**src/rtl/player_motion_ctrl.sv**
```systemverilog
// Per-frame walk/jump/gravity update with tile-map collision probing and
// idle/walk animation indexing for one playable character.
module player_motion_ctrl #(
  parameter int START_X     = 32,
  parameter int START_Y     = 320,
  parameter int WALK_SPD    = 2,
  parameter int JUMP_V      = 8,
  parameter int MAX_FALL    = 6,
  parameter int ANIM_DIV    = 6,
  parameter int IDLE_FRAMES = 4,
  parameter int WALK_FRAMES = 6
) (
  input  logic       clk,
  input  logic       rst,
  input  logic       frame_tick,
  input  logic       btn_left,
  input  logic       btn_right,
  input  logic       btn_jump,
  output logic [4:0] probe_gx,
  output logic [3:0] probe_gy,
  input  logic       probe_solid,
  output logic [9:0] img_x,
  output logic [9:0] img_y,
  output logic [2:0] frame_idx,
  output logic       is_moving,
  output logic       face_left,
  output logic       on_ground,
  output logic       busy
);

  localparam int unsigned CW = 11;
  localparam int unsigned VW = 8;
  localparam int unsigned AW = (ANIM_DIV > 1) ? $clog2(ANIM_DIV) : 1;

  typedef logic signed [CW-1:0] coord_t;
  typedef logic signed [VW-1:0] vel_t;
  typedef enum logic [2:0] {S_IDLE, S_HX0, S_HX1, S_VY0, S_VY1, S_COMMIT} state_t;

  localparam logic signed [1:0] DIR_R = 2'sb01;
  localparam logic signed [1:0] DIR_L = 2'sb11;
  localparam coord_t STEP     = coord_t'(WALK_SPD);
  localparam vel_t   JUMP_VEL = vel_t'(JUMP_V);
  localparam vel_t   FALL_VEL = vel_t'(MAX_FALL);

  // Leading-edge hitbox column for a horizontal move.
  function automatic coord_t hx_px(coord_t nx, logic signed [1:0] d);
    return (d == DIR_R) ? nx + coord_t'(28) : nx + coord_t'(3);
  endfunction

  // Hitbox row edge probed for the vertical step (or the floor check at rest).
  function automatic coord_t vy_px(coord_t y, coord_t ny, vel_t v);
    if (!v[VW-1] && (v != '0)) return ny + coord_t'(31);
    else if (v[VW-1])          return ny + coord_t'(5);
    else                       return y + coord_t'(32);
  endfunction

  state_t            state_q, state_d;
  logic signed [1:0] dir_q, dir_d;
  coord_t            nx_q, nx_d, xr_q, xr_d, ny_q, ny_d, row_q, row_d;
  vel_t              vyn_q, vyn_d, vy_q, vy_d;
  logic              hit_q, hit_d, skip_q, skip_d, oob_q, oob_d;
  logic [4:0]        gx_q, gx_d;
  logic [3:0]        gy_q, gy_d;
  logic [9:0]        x_q, x_d, y_q, y_d;
  logic              og_q, og_d, fl_q, fl_d, mv_q, mv_d, busy_q, busy_d;
  logic [2:0]        fi_q, fi_d;
  logic [AW-1:0]     cnt_q, cnt_d;

  coord_t            xs, ys, pa_x, pa_y, nx_n, xr_n, ny_n, y_res;
  logic              pa_en, pa_force, oob_c, mv_n, probe_hit_c;
  logic signed [1:0] dir_n;
  vel_t              vyn_n;
  logic [2:0]        fi_last;

  assign xs          = coord_t'({1'b0, x_q});
  assign ys          = coord_t'({1'b0, y_q});
  assign probe_hit_c = !skip_q && (oob_q || probe_solid);

  // State and datapath registers; reset aborts any update in flight.
  always_ff @(posedge clk or posedge rst) begin
    if (rst) begin
      state_q <= S_IDLE;
      dir_q   <= '0;
      nx_q    <= '0;
      xr_q    <= '0;
      ny_q    <= '0;
      row_q   <= '0;
      vyn_q   <= '0;
      vy_q    <= '0;
      hit_q   <= 1'b0;
      skip_q  <= 1'b0;
      oob_q   <= 1'b0;
      gx_q    <= '0;
      gy_q    <= '0;
      x_q     <= 10'(START_X);
      y_q     <= 10'(START_Y);
      og_q    <= 1'b0;
      fl_q    <= 1'b0;
      mv_q    <= 1'b0;
      busy_q  <= 1'b0;
      fi_q    <= '0;
      cnt_q   <= '0;
    end else begin
      state_q <= state_d;
      dir_q   <= dir_d;
      nx_q    <= nx_d;
      xr_q    <= xr_d;
      ny_q    <= ny_d;
      row_q   <= row_d;
      vyn_q   <= vyn_d;
      vy_q    <= vy_d;
      hit_q   <= hit_d;
      skip_q  <= skip_d;
      oob_q   <= oob_d;
      gx_q    <= gx_d;
      gy_q    <= gy_d;
      x_q     <= x_d;
      y_q     <= y_d;
      og_q    <= og_d;
      fl_q    <= fl_d;
      mv_q    <= mv_d;
      busy_q  <= busy_d;
      fi_q    <= fi_d;
      cnt_q   <= cnt_d;
    end
  end

  // Next-state, probe address for the upcoming state, and commit values.
  always_comb begin
    state_d = state_q;  dir_d = dir_q;  nx_d = nx_q;  xr_d = xr_q;
    ny_d = ny_q;  row_d = row_q;  vyn_d = vyn_q;  vy_d = vy_q;
    hit_d = hit_q;  skip_d = skip_q;  oob_d = 1'b0;  gx_d = '0;  gy_d = '0;
    x_d = x_q;  y_d = y_q;  og_d = og_q;  fl_d = fl_q;  mv_d = mv_q;
    fi_d = fi_q;  cnt_d = cnt_q;
    pa_en = 1'b0;  pa_x = '0;  pa_y = '0;  pa_force = 1'b0;  oob_c = 1'b0;
    dir_n = '0;  nx_n = '0;  vyn_n = '0;  xr_n = '0;  ny_n = '0;
    y_res = '0;  mv_n = 1'b0;  fi_last = '0;

    unique case (state_q)
      S_IDLE: begin
        if (frame_tick) begin
          if (btn_right && !btn_left)      dir_n = DIR_R;
          else if (btn_left && !btn_right) dir_n = DIR_L;
          nx_n = (dir_n == DIR_R) ? xs + STEP : (dir_n == DIR_L) ? xs - STEP : xs;
          if (btn_jump && og_q) vyn_n = -JUMP_VEL;
          else if (!og_q)       vyn_n = (vy_q >= FALL_VEL) ? FALL_VEL : vy_q + vel_t'(1);
          state_d  = S_HX0;
          dir_d    = dir_n;
          nx_d     = nx_n;
          vyn_d    = vyn_n;
          hit_d    = 1'b0;
          skip_d   = (dir_n == 2'sb00);
          pa_en    = 1'b1;
          pa_x     = hx_px(nx_n, dir_n);
          pa_y     = ys + coord_t'(5);
          pa_force = nx_n[CW-1];
        end
      end
      S_HX0: begin
        hit_d    = probe_hit_c;
        state_d  = S_HX1;
        pa_en    = 1'b1;
        pa_x     = hx_px(nx_q, dir_q);
        pa_y     = ys + coord_t'(31);
        pa_force = nx_q[CW-1];
      end
      S_HX1: begin
        xr_n    = (hit_q || probe_hit_c) ? xs : nx_q;
        ny_n    = ys + coord_t'(vyn_q);
        xr_d    = xr_n;
        ny_d    = ny_n;
        hit_d   = 1'b0;
        skip_d  = 1'b0;
        state_d = S_VY0;
        pa_en   = 1'b1;
        pa_x    = xr_n + coord_t'(3);
        pa_y    = vy_px(ys, ny_n, vyn_q);
        row_d   = pa_y >>> 5;
      end
      S_VY0: begin
        hit_d   = probe_hit_c;
        state_d = S_VY1;
        pa_en   = 1'b1;
        pa_x    = xr_q + coord_t'(28);
        pa_y    = vy_px(ys, ny_q, vyn_q);
      end
      S_VY1: begin
        hit_d   = hit_q || probe_hit_c;
        state_d = S_COMMIT;
      end
      S_COMMIT: begin
        state_d = S_IDLE;
        x_d     = xr_q[9:0];
        y_res   = ny_q;
        vy_d    = vyn_q;
        og_d    = 1'b0;
        if (vyn_q == '0) begin
          vy_d = '0;
          og_d = hit_q;
        end else if (hit_q) begin
          vy_d = '0;
          if (!vyn_q[VW-1]) begin
            y_res = (row_q <<< 5) - coord_t'(32);
            og_d  = 1'b1;
          end else begin
            y_res = ((row_q + coord_t'(1)) <<< 5) - coord_t'(5);
          end
        end
        y_d = y_res[9:0];
        if (dir_q == DIR_L)      fl_d = 1'b1;
        else if (dir_q == DIR_R) fl_d = 1'b0;
        mv_n    = (dir_q != 2'sb00);
        mv_d    = mv_n;
        fi_last = mv_n ? 3'(WALK_FRAMES - 1) : 3'(IDLE_FRAMES - 1);
        if (mv_n != mv_q) begin
          cnt_d = '0;
          fi_d  = '0;
        end else if (cnt_q == AW'(ANIM_DIV - 1)) begin
          cnt_d = '0;
          fi_d  = (fi_q >= fi_last) ? 3'd0 : fi_q + 3'd1;
        end else begin
          cnt_d = cnt_q + AW'(1);
        end
      end
      default: state_d = S_IDLE;
    endcase

    if (pa_en) begin
      oob_c = pa_force || pa_x[CW-1] || (pa_x[9:0] >= 10'd640) ||
              pa_y[CW-1] || (pa_y[9:0] >= 10'd480);
      oob_d = oob_c;
      if (!oob_c) begin
        gx_d = pa_x[9:5];
        gy_d = pa_y[8:5];
      end
    end

    busy_d = (state_d != S_IDLE);
  end

  assign probe_gx  = gx_q;
  assign probe_gy  = gy_q;
  assign img_x     = x_q;
  assign img_y     = y_q;
  assign frame_idx = fi_q;
  assign is_moving = mv_q;
  assign face_left = fl_q;
  assign on_ground = og_q;
  assign busy      = busy_q;

endmodule

```
**config.mk**
```make
export PLATFORM = sky130hd
export DESIGN_NAME = player_motion_ctrl
export DESIGN_NICKNAME = d
export VERILOG_FILES = /design/src/rtl/player_motion_ctrl.sv
export SDC_FILE = /design/constraint.sdc
export NUM_CORES = 1
export LEC_CHECK = 0
export CAP_MARGIN = 0
export CORE_UTILIZATION = 60
export CTS_CLUSTER_SIZE = 12
export DETAILED_ROUTE_END_ITERATION = 10
export PLACE_DENSITY = 0.8
export REMOVE_ABC_BUFFERS = 1
export SLEW_MARGIN = 20
export SYNTH_ARGS = -nofsm -noshare
export SYNTH_HDL_FRONTEND = slang
export SYNTH_SLANG_ARGS = --single-unit
```
**constraint.sdc**
```tcl
create_clock -name clk -period 6.1 [get_ports clk]
set_clock_uncertainty 0.2 [all_clocks]
set_input_delay 1.83 -clock clk [delete_from_list [all_inputs] [get_ports clk]]
set_output_delay 1.83 -clock clk [all_outputs]
set_load 0.02 [all_outputs]
```
After elaboration in Yosys (flattened, before gate mapping)
Cells that the tools add are included.
{"block": "totals", "reg_bits": 101, "in_bits": 7, "elab_cells": 142, "output_inout_bits": 36}
{"block": "op_classes", "n_reduce_logical": 32, "order_cmp": 4, "eq_ne": 12, "addsub": 22, "muxes": 51}
{"operator": "11-bit 2-to-1 mux", "n": 11}
{"operator": "11-bit one-hot mux with 4 select lines", "n": 2}
{"operator": "11-bit by 6-bit adder with 11-bit output (second input constant)", "n": 5}
{"operator": "8-bit 2-to-1 mux", "n": 5}
{"operator": "11-bit by 3-bit adder with 11-bit output (second input constant)", "n": 3}
{"operator": "10-bit 2-to-1 mux", "n": 3}
{"operator": "11-bit by 4-bit adder with 11-bit output (second input constant)", "n": 2}
{"operator": "3-bit 2-to-1 mux", "n": 7}
{"operator": "3-bit one-hot mux with 5 select lines", "n": 1}
{"operator": "10-bit by 2-bit adder with 11-bit output (second input constant)", "n": 1}
{"operator": "10-bit by 3-bit adder with 11-bit output (second input constant)", "n": 1}
{"operator": "10-bit by 5-bit adder with 11-bit output (second input constant)", "n": 1}
{"operator": "10-bit by 6-bit adder with 11-bit output (second input constant)", "n": 1}
{"operator": "11-bit by 8-bit adder with 11-bit output", "n": 1}
{"operator": "10-bit by 2-bit subtractor with 11-bit output (second input constant)", "n": 1}
{"operator": "10-bit greater-or-equal comparator (second input constant)", "n": 1}
{"operator": "10-bit by 9-bit greater-or-equal comparator with 1-bit output (second input constant)", "n": 1}
{"operator": "1-bit 2-to-1 mux", "n": 10}
{"operator": "5-bit 2-to-1 mux", "n": 2}
{"operator": "2-bit AND reduction", "n": 5}
{"operator": "10-bit by 4-bit subtractor with 10-bit output (second input constant)", "n": 1}
{"operator": "10-bit by 7-bit subtractor with 10-bit output (second input constant)", "n": 1}
{"operator": "3-bit == test (second input constant)", "n": 3}
{"operator": "8-bit by 2-bit adder with 8-bit output (second input constant)", "n": 1}
{"operator": "26 further kinds", "n": 51}

Logic depth before layout (Yosys ltp)
Gate-level depths: netlist of run 1.
{"block": "depth", "depth_word": 19, "mapped_depth": 15, "ltp_nobuf": 14}

Worst setup path after synthesis of run 1
OpenSTA, ideal clock, no wires.
{"block": "synth_path", "path_kind": "in2reg", "from": "input probe_solid", "to": "register oob_q", "path_buffers": 2, "setup_time_ns": 0.131, "t_required_ns": 5.769, "path_stages": 15, "arrival_time_ns": 4.822, "setup_slack_ns": 0.947, "path_cell_list": "o21ba_2 > nor2_1 > buf_2 > buf_1 > a21oi_1 > ha_1 > and4b_1 > nand4_1 > xor2_1 > mux2i_1 > a221oi_1 > o211ai_1 > o21bai_1 > nand2_1 > or3_1"}
{"block": "synth_via", "elab_chain_cells": 11, "word_cells_on_any_way": 12, "classes_between": "add/sub (1); order compare (1); mux (3); reduce/logical (7)"}
{"item": "start, declared", "line_no": "21", "rtl": "input logic probe_solid,"}
{"item": "1-bit logical OR (*)", "line_no": "77", "rtl": "assign probe_hit_c = !skip_q && (oob_q || probe_solid);"}
{"item": "1-bit logical AND (*)", "line_no": "77"}
{"item": "1-bit logical OR (*)", "line_no": "168", "rtl": "xr_n = (hit_q || probe_hit_c) ? xs : nx_q;"}
{"item": "11-bit 2-to-1 mux (*)", "line_no": "168"}
{"item": "11-bit by 3-bit adder with 11-bit output (*)", "line_no": "176", "rtl": "pa_x = xr_n + coord_t'(3);"}
{"item": "11-bit one-hot mux with 4 select lines (*)", "line_no": "139", "rtl": "unique case (state_q)"}
{"item": "10-bit greater-or-equal comparator / 1-bit logical OR (equally long branches)", "line_no": "229", "rtl": "oob_c = pa_force || pa_x[CW-1] || (pa_x[9:0] >= 10'd640) ||"}
{"item": "1-bit logical OR (*) (2 in series)", "line_no": "229"}
{"item": "1-bit logical OR (*)", "line_no": "230", "rtl": "pa_y[CW-1] || (pa_y[9:0] >= 10'd480);"}
{"item": "1-bit 2-to-1 mux (*)", "line_no": "228", "rtl": "if (pa_en) begin"}
{"item": "net oob_d", "line_no": "61", "rtl": "logic hit_q, hit_d, skip_q, skip_d, oob_q, oob_d;"}
{"item": "end signal, assigned", "line_no": "114", "rtl": "oob_q <= oob_d;"}
{"item": "end, declared", "line_no": "61"}
The timed path passes the listed nets; every way through them passes the cells marked *.
A chain may end at the register's enable or synchronous reset.

Final worst setup path of run 1
Ends and elaborated chain as after synthesis.

==> flow_summary.ini, run 1 <==
[finish]
fillerInstances = 1018
n_antenna_cell = 0
final_core_area_utilization_pct = 68.58
layout.cells.non_filler = 1094
drive_gt1_share_pct = 7.343
nNetsFinal = 965
syn_to_final_growth_pct = 10.36
highest_count_cells_in_the_layout_ignoring_fill_and_taps = sky130_fd_sc_hd__nand2_1 (129), sky130_fd_sc_hd__dfrtp_1 (98), sky130_fd_sc_hd__o21ai_0 (79), sky130_fd_sc_hd__nor2_1 (69), sky130_fd_sc_hd__a21oi_1 (51)
final_common_cell = sky130_fd_sc_hd__nand2_1

[logic_synthesis]
unique_masters_post_synth = 85
postSynth.topFlopCell = sky130_fd_sc_hd__dfrtp_1
post_synthesis_cell_area_um2 = 7527
synth_edf_count = 0
synth_async_sr_flop_share_pct = 100.0
avgSynthCellArea_um2 = 8.254
ys_warn_count = 0
postSynthCellCount = 912
synth.yosys.seq_area_share_pct = 33.63
synth-seq-cells = 101

[critical_path]
setup.worst_path.start = probe_solid
path_cells = clkdlybuf4s50_1, o21ba_2, nor2_1, a21oi_1, ha_1, and4b_1, nand4_1, xor2_1, mux2i_1, a221oi_1, o211ai_1, o21bai_1, nand2_1, or3_1
arrival_ns = 5.27
critPathSlowestCell = sky130_fd_sc_hd__clkdlybuf4s50_1
slowest_delay_ns = 0.43
cp_num_buf_inv = 1
cp.required_ns = 6.14
crit-reg2reg-capture = probe_gy[3]
critical_path.top_delay_family = compound AO/OA/AOI/OAI gates
reg2regPathDepth = 11
setup.worst_path.class = input pin to register
worstSetupStartpointType = input pin
worst-r2r-setup-slack_ns = 2.02
crit_path_max_fanout = 8
crit_path_end_kind = register
crit-reg2reg-launch = img_y[0]

[grt]
global_route.usage.total_pct = 34.36
grt.overflow.total = 0
grt_first_pass_wirelength_mm = 34.67
antenna_found_initial = 0
vias_in_the_first_global_route = 6731
grt_start_max_net_pins = 76

[cts]
cts.hold.buffers_added = 0
root_driver = sky130_fd_sc_hd__clkbuf_16
cts_max_level = 3
tritoncts_buffers = 9
postCtsResizedCells = 0
path_clk_slew_ns = 0.07
cts_post_setup_buffers_inserted = 0
cts.path.max_buffers = 2
cts_tree = built
insertion_delay_ns = 0.35
clock_sinks = 101

[route]
routed-via-count = 7013
wl_per_cell_um = 19.61
drt-vias-per-instance = 6.410
route.final.wire_length_mm = 21.46
drc_violations_left = 0
drt-initial-drc-count = 602
dr.pass1.iters = 5
number_of_routed_nets_with_antenna_violations = 0

[floorplan]
starting_density_of_the_core_pct = 62.15
floorplan.die_area_um2 = 13000
die_h_um = 114.0
row_count = 40
fp.dieW_um = 114.0
floorplan.core_area_um2 = 12110
i_o_pin_count = 43

[sta]
fin_crit_ns = 5.235
final.period_utilization_pct = 85.82
finalHoldViolations = 0
fin_setup_tns_ns = 0
unrepaired_setup_endpoints_after_global_routing = false
timing.final.setup_violations = 0
max_clock_freq_mhz = 191.0
relSlewSlack_pct = 36.22
timing.final.max_slew_violations = 0
worst_slew_pin_slew_ns = 0.9567

[min_path]
hold-path-endpoint = xr_q[10]
timing.hold.worst_path_depth = 2
holdCritPathClass = register to register
worstHoldStart = xr_q[10]

[placement]
io_buffer_count = 42
place_hpwl_mm = 15.66
weighted_congestion_at_the_end_of_routability_driven_global_placement = 0.9956
placed_instances = 1078

[run]
max_cap_violations = 0

[run_status]
status = complete, no violations

[power_and_ir_drop]
leakagePower_nw = 3.520
power.density_nw_per_um2 = 596.4
peak_supply_drop_mv = 0.2558
==> synth_stat cells, types with 5 or more instances <==
cell type,number,share of area (%)
sky130_fd_sc_hd__a22o_1,5,0.58
sky130_fd_sc_hd__o21ai_0,79,5.3
sky130_fd_sc_hd__mux2i_1,11,1.5
sky130_fd_sc_hd__xor2_1,25,2.9
sky130_fd_sc_hd__dfrtp_1,98,33
sky130_fd_sc_hd__a21oi_1,51,3.4
sky130_fd_sc_hd__o31ai_1,8,0.80
sky130_fd_sc_hd__nor2b_1,8,0.66
sky130_fd_sc_hd__nand2_1,129,6.4
sky130_fd_sc_hd__o211ai_1,6,0.60
sky130_fd_sc_hd__o21ai_1,6,0.40
sky130_fd_sc_hd__nand4_1,8,0.66
sky130_fd_sc_hd__a221oi_1,8,0.93
sky130_fd_sc_hd__and3_1,14,1.2
sky130_fd_sc_hd__nand3_1,26,1.7
sky130_fd_sc_hd__a211oi_1,14,1.4
sky130_fd_sc_hd__or4_1,8,0.80
sky130_fd_sc_hd__nor3_1,25,1.7
sky130_fd_sc_hd__ha_1,36,6.0
sky130_fd_sc_hd__nor4_1,7,0.58
sky130_fd_sc_hd__nand2b_1,7,0.58
sky130_fd_sc_hd__nor2_1,69,3.4
sky130_fd_sc_hd__and2_1,5,0.42
sky130_fd_sc_hd__buf_2,6,0.40
sky130_fd_sc_hd__clkbuf_1,39,1.9
sky130_fd_sc_hd__o22ai_1,10,0.83
sky130_fd_sc_hd__a21o_1,11,1.1
sky130_fd_sc_hd__inv_1,42,2.1
sky130_fd_sc_hd__xnor2_1,30,3.5
sky130_fd_sc_hd__nor3b_1,9,0.90
sky130_fd_sc_hd__or3_1,13,1.1
==> report_power, final <==
group	leakage [nW]	internal [W]	switching [W]	total [W]
Sequential	1.31	0.000950	0.000477	0.00143
Combinational	2.06	0.00113	0.00180	0.00293
Clock	0.145	0.000332	0.000268	0.000600
Total	3.52	0.00241	0.00255	0.00495
==> state kept, by name (all words and copies together), names as in the netlist <==
signal     count
hit_q          1
face_left      1
is_moving      1
skip_q         1
xr_q          11
img_y         10
vyn_q          8
on_ground      1
row_q          5
img_x         10
probe_gx       5
cnt_q          3
vy_q           8
dir_q          2
oob_q          1
nx_q          11
state_q        3
probe_gy       4
ny_q          11
busy           1
frame_idx      3
==> final cells by class <==
| type | instances | area (um2) | area share [%] |
|---|---|---|---|
| Clock buffer | 10 | 239.0 | 2.877 |
| Multi-Input combinational cell | 716 | 4614 | 55.55 |
| Timing Repair Buffer | 50 | 480.5 | 5.784 |
| Clock inverter | 6 | 67.56 | 0.8134 |
| Inverter | 43 | 163.9 | 1.973 |
| Sequential cell | 101 | 2531 | 30.47 |
| Tap cell | 168 | 210.2 | 2.531 |
==> worst max path at each step <==
stage,slack (ns),endpoint,cells past startpoint
floorplan,0.72,oob_q,13
global placement,0.66,oob_q,14
detailed placement,0.52,oob_q,14
CTS,0.89,oob_q,14
global route,0.65,probe_gy[3],14
finish,0.86,oob_q,14
==> logic make-up (layout without fill, tap and decap cells) <==
kind of cell	count (synthesis)	in the layout	synth area share (%)
AND/OR/NAND/NOR	352	352	23.30
XOR/XNOR	55	55	6.400
AO/OA/AOI/OAI	258	258	23.37
buffers and inverters	95	109	5.136
flip-flops	101	101	33.63
multiplexers	14	14	1.912
adder cells (fa/ha/maj)	37	37	6.250
==> through the flow <==
stage                     setup slack [ns]  cell area [um2]  hold slack, ns  total power [W]
final                               0.8648             8307          0.2913         0.004954
after global routing                0.6458             8307          0.3345         0.005291
after CTS                           0.8888             8307          0.2918         0.004906
after detailed placement            0.5181             8000          0.2781         0.004289
after global placement              0.6634             8000          0.2601         0.004189
after floorplan                     0.7185             7302          0.2459         0.003350
==> worst register-to-register path: stages, from the launching register on <==
cell and delay [ns]:
sky130_fd_sc_hd__dfrtp_1 0.47, sky130_fd_sc_hd__ha_1 0.26, sky130_fd_sc_hd__fa_1 0.48, sky130_fd_sc_hd__a21o_1 0.22, sky130_fd_sc_hd__a311oi_1 0.32, sky130_fd_sc_hd__or3_1 0.22
sky130_fd_sc_hd__nand3_2 0.25, sky130_fd_sc_hd__o31a_2 0.42, sky130_fd_sc_hd__o21ai_1 0.29, sky130_fd_sc_hd__a21oi_2 0.14, sky130_fd_sc_hd__nor4_4 0.51, sky130_fd_sc_hd__nor3_1 0.14
==> layer usage <==
metal  global-route usage [%]  up-vias  share of wire (%)
met5                        0        -                  0
met4                    15.41        0                3.8
met3                    5.685       64                5.6
met2                    58.55      279                 49
met1                    42.86     3370                 42
li1                         -     3300                  -
No activity file was read; power rests on OpenSTA's default activity.
==> run 2, diff against run 1 <==
- CORE_MARGIN: unset -> 1.5
==> run 2 against run 1 <==
  * Die area up 1.8%
  * Sequential cell count is the same
  * Via count increased by 0.26%
  * Total power up 0.85%
  * Fmax decreased by 1.4%
  * Sequential share of layout area shrank 0.069 points
  * Final cell count stayed put
  * Core utilization rose by 0.16 points
  * Combinational power about the same
  * Design area up 0.23%
  * Critical endpoint unchanged
==> flow_summary.ini, run 2 (synthesis results as in run 1) <==
[sta]
timing.final.max_slew_violations = 0
fin_crit_ns = 5.309
postLayoutSetupSlackWorst_ns = 0.7909
unrepaired_setup_endpoints_after_global_routing = false
final.period_utilization_pct = 87.03
worst_slew_pin_slew_ns = 1.012
relSlewSlack_pct = 32.51
fin_setup_tns_ns = 0
timing.hold.ws_ns = 0.2866
max_clock_freq_mhz = 188.4
finalHoldViolations = 0
timing.final.setup_violations = 0

[finish]
highest_count_cells_in_the_layout_ignoring_fill_and_taps = sky130_fd_sc_hd__nand2_1 (129), sky130_fd_sc_hd__dfrtp_1 (98), sky130_fd_sc_hd__o21ai_0 (79), sky130_fd_sc_hd__nor2_1 (69), sky130_fd_sc_hd__a21oi_1 (51)
nNetsFinal = 965
largestRegisters = nx_q: 11 flops, ny_q: 11 flops, xr_q: 11 flops
drive_gt1_share_pct = 7.343
final_common_cell = sky130_fd_sc_hd__nand2_1
n_antenna_cell = 0
final_core_area_utilization_pct = 68.74
syn_to_final_growth_pct = 10.60
layout.cells.non_filler = 1094

[min_path]
hold-path-endpoint = xr_q[10]
holdCritPathClass = register to register
timing.hold.worst_path_depth = 2
worstHoldStart = xr_q[10]

[critical_path]
arrival_ns = 5.35
crit_path_max_fanout = 22
worst-r2r-setup-slack_ns = 1.95
setup.worst_path.class = input pin to register
crit-reg2reg-launch = vyn_q[7]
crit_path_end_kind = register
setup.worst_path.start = probe_solid
crit-reg2reg-capture = probe_gx[3]
worstSetupStartpointType = input pin
reg2regPathDepth = 10
cp.required_ns = 6.14

[cts]
cts_post_setup_buffers_inserted = 0
tritoncts_buffers = 9
clock_sinks = 101
cts_tree = built
insertion_delay_ns = 0.36
postCtsResizedCells = 0
cts_max_level = 3
root_driver = sky130_fd_sc_hd__clkbuf_16
cts.hold.buffers_added = 0
cts.path.max_buffers = 2
path_clk_slew_ns = 0.07

[placement]
placed_instances = 1078
dpl_worst_slack_ns = 0.4717
io_buffer_count = 42
weighted_congestion_at_the_end_of_routability_driven_global_placement = 0.9927
place_hpwl_mm = 15.79

[route]
route.final.wire_length_mm = 21.47
drt-initial-drc-count = 727
wl_per_cell_um = 19.63
drc_violations_left = 0
routed-via-count = 7031
drt-vias-per-instance = 6.427
number_of_routed_nets_with_antenna_violations = 0
dr.pass1.iters = 5

[grt]
vias_in_the_first_global_route = 6868
grt_first_pass_wirelength_mm = 34.69
global_route.usage.total_pct = 33.83
grt_start_max_net_pins = 52
antenna_found_initial = 0
grt.overflow.total = 0

[run]
max_cap_violations = 0

[floorplan]
fp.dieW_um = 115.0
i_o_pin_count = 43
starting_density_of_the_core_pct = 62.15
floorplan.die_area_um2 = 13230
row_count = 40
die_h_um = 115.0
floorplan.core_area_um2 = 12110

[run_status]
status = complete, no violations

[power_and_ir_drop]
leakagePower_nw = 3.533
peak_supply_drop_mv = 0.2761
power.density_nw_per_um2 = 600.1
## run 2: cell count changes in the layout (fill, tap and decap cells not counted)
cell                         previous run  this run
sky130_fd_sc_hd__clkinvlp_4             2         1
sky130_fd_sc_hd__bufinv_16              1         2
sky130_fd_sc_hd__inv_6                  2         0
sky130_fd_sc_hd__clkinv_4               0         1
sky130_fd_sc_hd__clkinv_2               1         2
## run 2: how the worst max path moves through the flow
stage	endpoint	cells after the start
global placement	oob_q	15
detailed placement	oob_q	16
floorplan	oob_q	13
CTS	oob_q	16
global route	oob_q	16
finish	oob_q	16
## run 2: layer usage
layer  global-route usage, %  share of wire (%)  routed length [um]  up-vias
li1                        -                  -                   -     3290
met1                   42.87                 41                8825     3386
met2                   57.14                 49               10600      295
met3                   4.112                6.0                1289       60
met4                   17.37                3.5                 753        0
met5                       0                  0                   0        -
## run 2: per-stage QoR
step / cell area [um2] / total power [W]
3_3_place_gp: 8000 / 0.004189
5_1_grt: 8325 / 0.005329
4_1_cts: 8325 / 0.004939
6_report: 8325 / 0.004996
3_5_place_dp: 8000 / 0.004288
2_1_floorplan: 7302 / 0.003350
## run 2: cell type report
type                    count  area, um2
clock buffers              10      239.0
clock inverters             6      86.33
fillers                   988       3786
inverters                  43      163.9
multi-input cells         716       4614
flip-flops and latches    101       2531
well taps                 168      210.2
repair buffers             50      480.5
## run 2: critical path: stages
cell,delay [ns]
sky130_fd_sc_hd__clkdlybuf4s50_1,0.45
sky130_fd_sc_hd__o21ba_2,0.25
sky130_fd_sc_hd__nor2_1,0.09
sky130_fd_sc_hd__buf_4,0.27
sky130_fd_sc_hd__nor2_1,0.07
sky130_fd_sc_hd__a21oi_1,0.20
sky130_fd_sc_hd__ha_1,0.24
sky130_fd_sc_hd__and4b_1,0.24
sky130_fd_sc_hd__nand4_1,0.11
sky130_fd_sc_hd__xor2_1,0.16
sky130_fd_sc_hd__mux2i_1,0.09
sky130_fd_sc_hd__a221oi_1,0.38
sky130_fd_sc_hd__o211ai_1,0.19
sky130_fd_sc_hd__o21bai_1,0.32
sky130_fd_sc_hd__nand2_1,0.10
sky130_fd_sc_hd__or3_1,0.35
## run 2: report_power, final
group	leakage, nW	internal, W	total [W]	switching, W
sequential	1.31	0.000950	0.00145	0.000502
clock	0.158	0.000370	0.000636	0.000265
combinational	2.06	0.00113	0.00291	0.00178
